--- config.mk ---
export PLATFORM = sky130hd
export DESIGN_NAME = register_file
export DESIGN_NICKNAME = d
export VERILOG_FILES = /design/src/rtl/register_file.sv
export SDC_FILE = /design/constraint.sdc
export NUM_CORES = 2
export LEC_CHECK = 0
export BUFFER_PORTS_ARGS = -buffer_cell sky130_fd_sc_hd__buf_4
export CAP_MARGIN = 40
export CORE_ASPECT_RATIO = 0.9
export CORE_UTILIZATION = 63
export CTS_CLUSTER_DIAMETER = 50
export DETAILED_ROUTE_END_ITERATION = 16
export GPL_TIMING_DRIVEN = 0
export PLACE_DENSITY_LB_ADDON = 0.2
export SKIP_CTS_REPAIR_TIMING = 1
export SLEW_MARGIN = 20
export SYNTH_ARGS = -nofsm -noshare
export SYNTH_HDL_FRONTEND = slang
export SYNTH_SLANG_ARGS = --single-unit
export TNS_END_PERCENT = 1
--- constraint.sdc ---
create_clock -name Clock -period 1.8 [get_ports Clock]
set_input_delay 0 -clock Clock [delete_from_list [all_inputs] [get_ports Clock]]
set_output_delay 0 -clock Clock [all_outputs]
set_load 0.005 [all_outputs]
--- src/rtl/register_file.sv ---
// 32 x 32-bit MIPS general-purpose register file with two combinational read ports and one clocked write port.
// Register 0 always reads zero. Registers 2 and 3 ($v0/$v1) are also driven out as dedicated result outputs.
module register_file #(
  parameter int DATA_WIDTH = 32,
  parameter int ADDR_WIDTH = 5
) (
  input  logic                  Clock,
  input  logic                  ResetN,
  input  logic [ADDR_WIDTH-1:0] ReadRegister1,
  input  logic [ADDR_WIDTH-1:0] ReadRegister2,
  input  logic [ADDR_WIDTH-1:0] WriteRegister,
  input  logic [DATA_WIDTH-1:0] WriteData,
  input  logic                  RegWrite,
  output logic [DATA_WIDTH-1:0] ReadData1,
  output logic [DATA_WIDTH-1:0] ReadData2,
  output logic [DATA_WIDTH-1:0] V0,
  output logic [DATA_WIDTH-1:0] V1
);

  localparam int DEPTH = 2 ** ADDR_WIDTH;

  logic [DATA_WIDTH-1:0] regs [DEPTH];
  logic                  write_en;

  // Address 0 is never written, so regs[0] stays at its reset value of zero.
  assign write_en = RegWrite && (WriteRegister != '0);

  always_ff @(posedge Clock or negedge ResetN) begin
    if (!ResetN) begin
      for (int i = 0; i < DEPTH; i++) begin
        regs[i] <= '0;
      end
    end else if (write_en) begin
      regs[WriteRegister] <= WriteData;
    end
  end

  // Reads have no write-through bypass: a same-cycle write becomes visible only after the edge.
  assign ReadData1 = (ReadRegister1 == '0) ? '0 : regs[ReadRegister1];
  assign ReadData2 = (ReadRegister2 == '0) ? '0 : regs[ReadRegister2];
  assign V0        = regs[2];
  assign V1        = regs[3];

endmodule

== Word-level counts from Yosys, hierarchy flattened ==
Cells that the tools add are included.
W data, S select, Z words.

* Bits in registers: 1024
* Latch bits: 0
* Bits in writable memories: 0
* Bits in read-only memories: 0
* Input port bits: 50
* Word-level logic and storage cells: 55
* Memories: 0

* $add $sub $neg: 0
* Multipliers: 0
* Divide/modulo/power cells: 0
* Magnitude comparators: 4
* Equality and inequality tests: 0
* Shift operators: 0
* Multiplexer cells: 11
* Bitwise gates (word level): 3
* Reduce and logical (&&, ||, !) cells: 5

{| class="wikitable"
|+ Operator list
! cell !! count
|-
| $bwmux W1024 || 1
|-
| $bmux W32 S5 || 2
|-
| $mux W32 || 7
|-
| $demux W32 S5 || 1
|-
| $ge A6 B6 Y1 const B || 3
|-
| $not A5 Y6 || 3
|-
| $logic_not A5 Y1 || 2
|-
| $lt A6 B1 Y1 const B || 1
|-
| $reduce_bool A5 Y1 || 1
|-
| $logic_and A1 B1 Y1 || 2
|}

== Logic depth before layout (Yosys ltp) ==
* Depth in word-level cells: 6
* Mapped depth: 7
* Mapped depth without buffers: 4

== Worst setup path before layout ==
No wires, ideal clock.

* Path kind: input-to-reg
* Start: input port WriteRegister[0]
* End: register regs[769] in the netlist's numbering
* Arrival: 1293 ps
* Required time: 1675 ps
* Slack: 382 ps
* Cell stages on the path: 6
* Cell sequence: buf_2 nor3b_1 and3_1 clkbuf_2 buf_4 mux2_2

* Longest elaborated chain between the ends: 6
* Elaborated cells between the ends (all ways): 9
* Those cells by class: order compare: 2; mux: 3; bitwise: 1; reduce/logical: 3

{| class="wikitable"
|+ RTL lines
! what !! line !! text
|-
| from (decl) || 11 || <nowiki>input logic [ADDR_WIDTH-1:0] WriteRegister,</nowiki>
|-
| $not A5 Y6 (not written as such) || 34 || <nowiki>regs[WriteRegister] <= WriteData;</nowiki>
|-
| $ge A6 B6 Y1 (not written as such) or $lt A6 B1 Y1 (tied branches) || 34 ||
|-
| $logic_and A1 B1 Y1 (not written as such) || 34 ||
|-
| $mux W32 (not written as such) || 34 ||
|-
| $demux W32 S5 || 34 ||
|-
| $bwmux W1024 || 34 ||
|-
| to (signal, indexed assignment) || 34 ||
|-
| to (decl) || 22 || <nowiki>logic [DATA_WIDTH-1:0] regs [DEPTH];</nowiki>
|}

Parallel ways exist; a longest one is shown, timed or not.
A chain may end at the register's enable or synchronous reset.

== Final worst setup path ==
* Start: input port ReadRegister2[2]
* End: output port ReadData2[17]

* Longest elaborated chain between the ends: 5
* Elaborated cells between the ends (all ways): 6
* Those cells by class: mux: 4; bitwise: 1; reduce/logical: 1

{| class="wikitable"
|+ RTL lines
! what !! line !! text
|-
| from (decl) || 10 || <nowiki>input logic [ADDR_WIDTH-1:0] ReadRegister2,</nowiki>
|-
| $not A5 Y6 (not written as such) || 40 || <nowiki>assign ReadData2 = (ReadRegister2 == '0) ? '0 : regs[ReadRegister2];</nowiki>
|-
| $bmux W32 S5 || 40 ||
|-
| $mux W32 (not written as such) (2 in a row) || 40 ||
|-
| $mux W32 * || 40 ||
|-
| to (decl) || 15 || <nowiki>output logic [DATA_WIDTH-1:0] ReadData2,</nowiki>
|}

Mark *: on every way between the ends. The rest lies on a longest branch, timed or not. The select of a mux whose other input is x is not followed.

==> impl_metrics.toml <==
[synthesis]
synth_common_cells = "mux2_2 (1046), dfrtp_1 (1024), mux4_2 (448)"
synth.area.top_cells = "dfrtp_1 (47%), mux2_2 (21%), mux4_2 (18%)"
synth-seq-cells = 1024
synthArstFlopShare = 1.00
netlist_instances = 3685
yosysMostFrequentCell = "mux2_2"
synth_nets = 3735
syn_area_per_cell_um2 = 14.9
syn-cell-area_um2 = 54900
synth_top_area_frac = 0.467
yosysWarnings = 0
synth-edff-count = 0
yosysTopAreaCell = "dfrtp_1"
yosysSeqAreaShare = 0.467
synth_cell_types = 35
synthFlopType = "dfrtp_1"

[floorplan]
die_h_um = 282
coreArea_um2 = 86100
die_x_um = 313
num_io_pins = 178
start_util = 0.637
row_count = 102
dieArea_um2 = 88200

[hold_path]
hp-class = "in2reg"

[timing]
drv_slew = 0
setup_viol = 449
worst_slack_ns = -0.898
fin_crit_ns = 2.70
finalCritPeriodShare = 1.50
holdWs_ns = -0.0135
maxSlewHeadroom = 0.225
max_freq_ghz = 0.371
finClkSkew_ns = 0
rsz0062_at_grt = "yes"
final_hold_viol_count = 3
worst_pin_slew_ns = 1.16

[grt]
grt-ovfl-total = 0
grt_pass1_vias = 38282
grt_max_degree = 125
grt_usage = 0.434
antenna_found_initial = 10
grt_pass1_wl_mm = 270

[pwr]
powerDensity_nw_per_um2 = 1130
ir_drop_v = 0.00101
leakagePower_nw = 27.8
power_mw = 72.6

[layout]
utilization = 0.743
drive_above_1_share = 0.573
layoutNonFillerInstCount = 5331
nNetsFinal = 4131
stdcell_area_um2 = 64000
areaGrowthSynthToFinish_pct = 16.6

[place]
place_area_um2 = 58100
place_inst = 5034
io_buffers = 167
place.gp.congestion = 1.01
hpwl_mm = 137

[setup_path]
worstPathArrival_ns = 2.70
cp_max_fo = 11
r2r_slack_ns = 0.87
critPathRequiredTime_ns = 1.80
worstSetupEndpointType = "output pin"
startpoint_type = "input pin"
crit_type = "in2out"

[cts]
clk_pin_slew_worst_paths_ns = 0.06
cts_tree = "built"
htree_levels = 3
cts.sinks = 1024
clockBufferDepth = 3
clock_latency_ns = 0.72
clockRootBuffer = "clkbuf_16"
cts_buffers = 114

[routing]
drt_iter0_drc = 5485
vias = 39215
drcViolationCount = 0
firstDrtPassIters = 6
wl_per_cell_um = 35.8
routed_wl_mm = 191
viasPerCell = 7.36
ant_nets = 0

[outcome]
status = "finished with violations"
violations = "hold timing, setup timing"

[run]
drv_cap = 0
## worst max-delay path, cell delays in order
cell and delay, ns:
buf_4 0.26, buf_2 0.43, clkbuf_4 0.48, buf_2 0.45
a211oi_2 0.14, buf_4 0.19, a311oi_1 0.32, buf_2 0.25
buf_4 0.14
## cell families after synthesis
family                 after synthesis  share of synthesized area
and+or+nand+nor                    165                     0.0160
muxes                             1632                      0.424
buffers and inverters              498                     0.0448
DFF                               1024                      0.467
AOI/OAI and AO/OA                  366                     0.0480
## layout make-up
type | count | area (um^2)
inverters | 2 | 7.51
fillers | 5422 | 22200
clock buffers | 145 | 3210
multi-input cells | 2163 | 27700
flip-flops and latches | 1024 | 25600
well taps | 1144 | 1430
repair buffers | 281 | 2610
clock inverters | 72 | 868
diodes | 5 | 12.5
plain buffers | 495 | 2540
## placed cells by master, fill, tap and decap left out, types with 11 or more instances in the layout
cell and count:
o21ai_0 77, bufinv_16 14, clkbuf_8 20, a22oi_1 35, nor2b_1 64, a211oi_2 42, buf_4 294, mux2_2 1042
clkinvlp_4 12, clkinv_2 21, dfrtp_1 1019, a311oi_1 32, buf_6 27, buf_16 16, o2111ai_2 11, dlygate4sd3_1 38
a311oi_2 32, mux2i_1 128, mux4_2 448, nand2_1 49, buf_2 164, a211oi_4 13, clkbuf_1 203, clkbuf_2 22
nor2_1 16, a221oi_1 46, clkbuf_4 16, a22oi_2 29, o21ai_1 25, clkbuf_16 116
## metrics by stage
stage,worst slack (ns),TNS (ns)
4_1_cts,-1.54,-75.48
2_1_floorplan,0.382,0
5_1_grt,-0.868,-176.88
3_3_place_gp,-11.41,-
3_5_place_dp,-1.62,-268.74
6_report,-0.898,-92.23
## worst paths after layout
check                                            start                      to  depth (start not counted)
worst min-delay path                  WriteRegister[4]   regs[672]$_DFFE_PN0P_                          4
worst max-delay path                  ReadRegister2[2]           ReadData2[17]                          9
max in group asynchronous                       ResetN   regs[145]$_DFFE_PN0P_                         10
worst min register to register  regs[1013]$_DFFE_PN0P_  regs[1013]$_DFFE_PN0P_                          1
min in group asynchronous                       ResetN   regs[888]$_DFFE_PN0P_                          7
worst max register to register      V1[16]$_DFFE_PN0P_      V1[16]$_DFFE_PN0P_                          2
## report_power, final
group / internal [mW] / total, mW / switching (mW)
clock: 14.8 / 25.3 / 10.5
combinational: 9.29 / 16.4 / 7.14
sequential: 27.4 / 30.9 / 3.49
total: 51.5 / 72.6 / 21.1
## flip-flops by register name, summed over array words and instances, names as in the netlist
| register | count |
|---|---|
| regs | 960 |
| V0 | 32 |
| V1 | 32 |
## routing by layer
layer  global-route usage  wire (um)  vias up
met5              0.00920        180        -
met4                0.187       8570       14
met3                0.215      30400      588
met2                0.599      81800     2996
met1                0.581      70000    20630
li1                     -          -    14987
No activity file was read; power rests on OpenSTA's default activity.
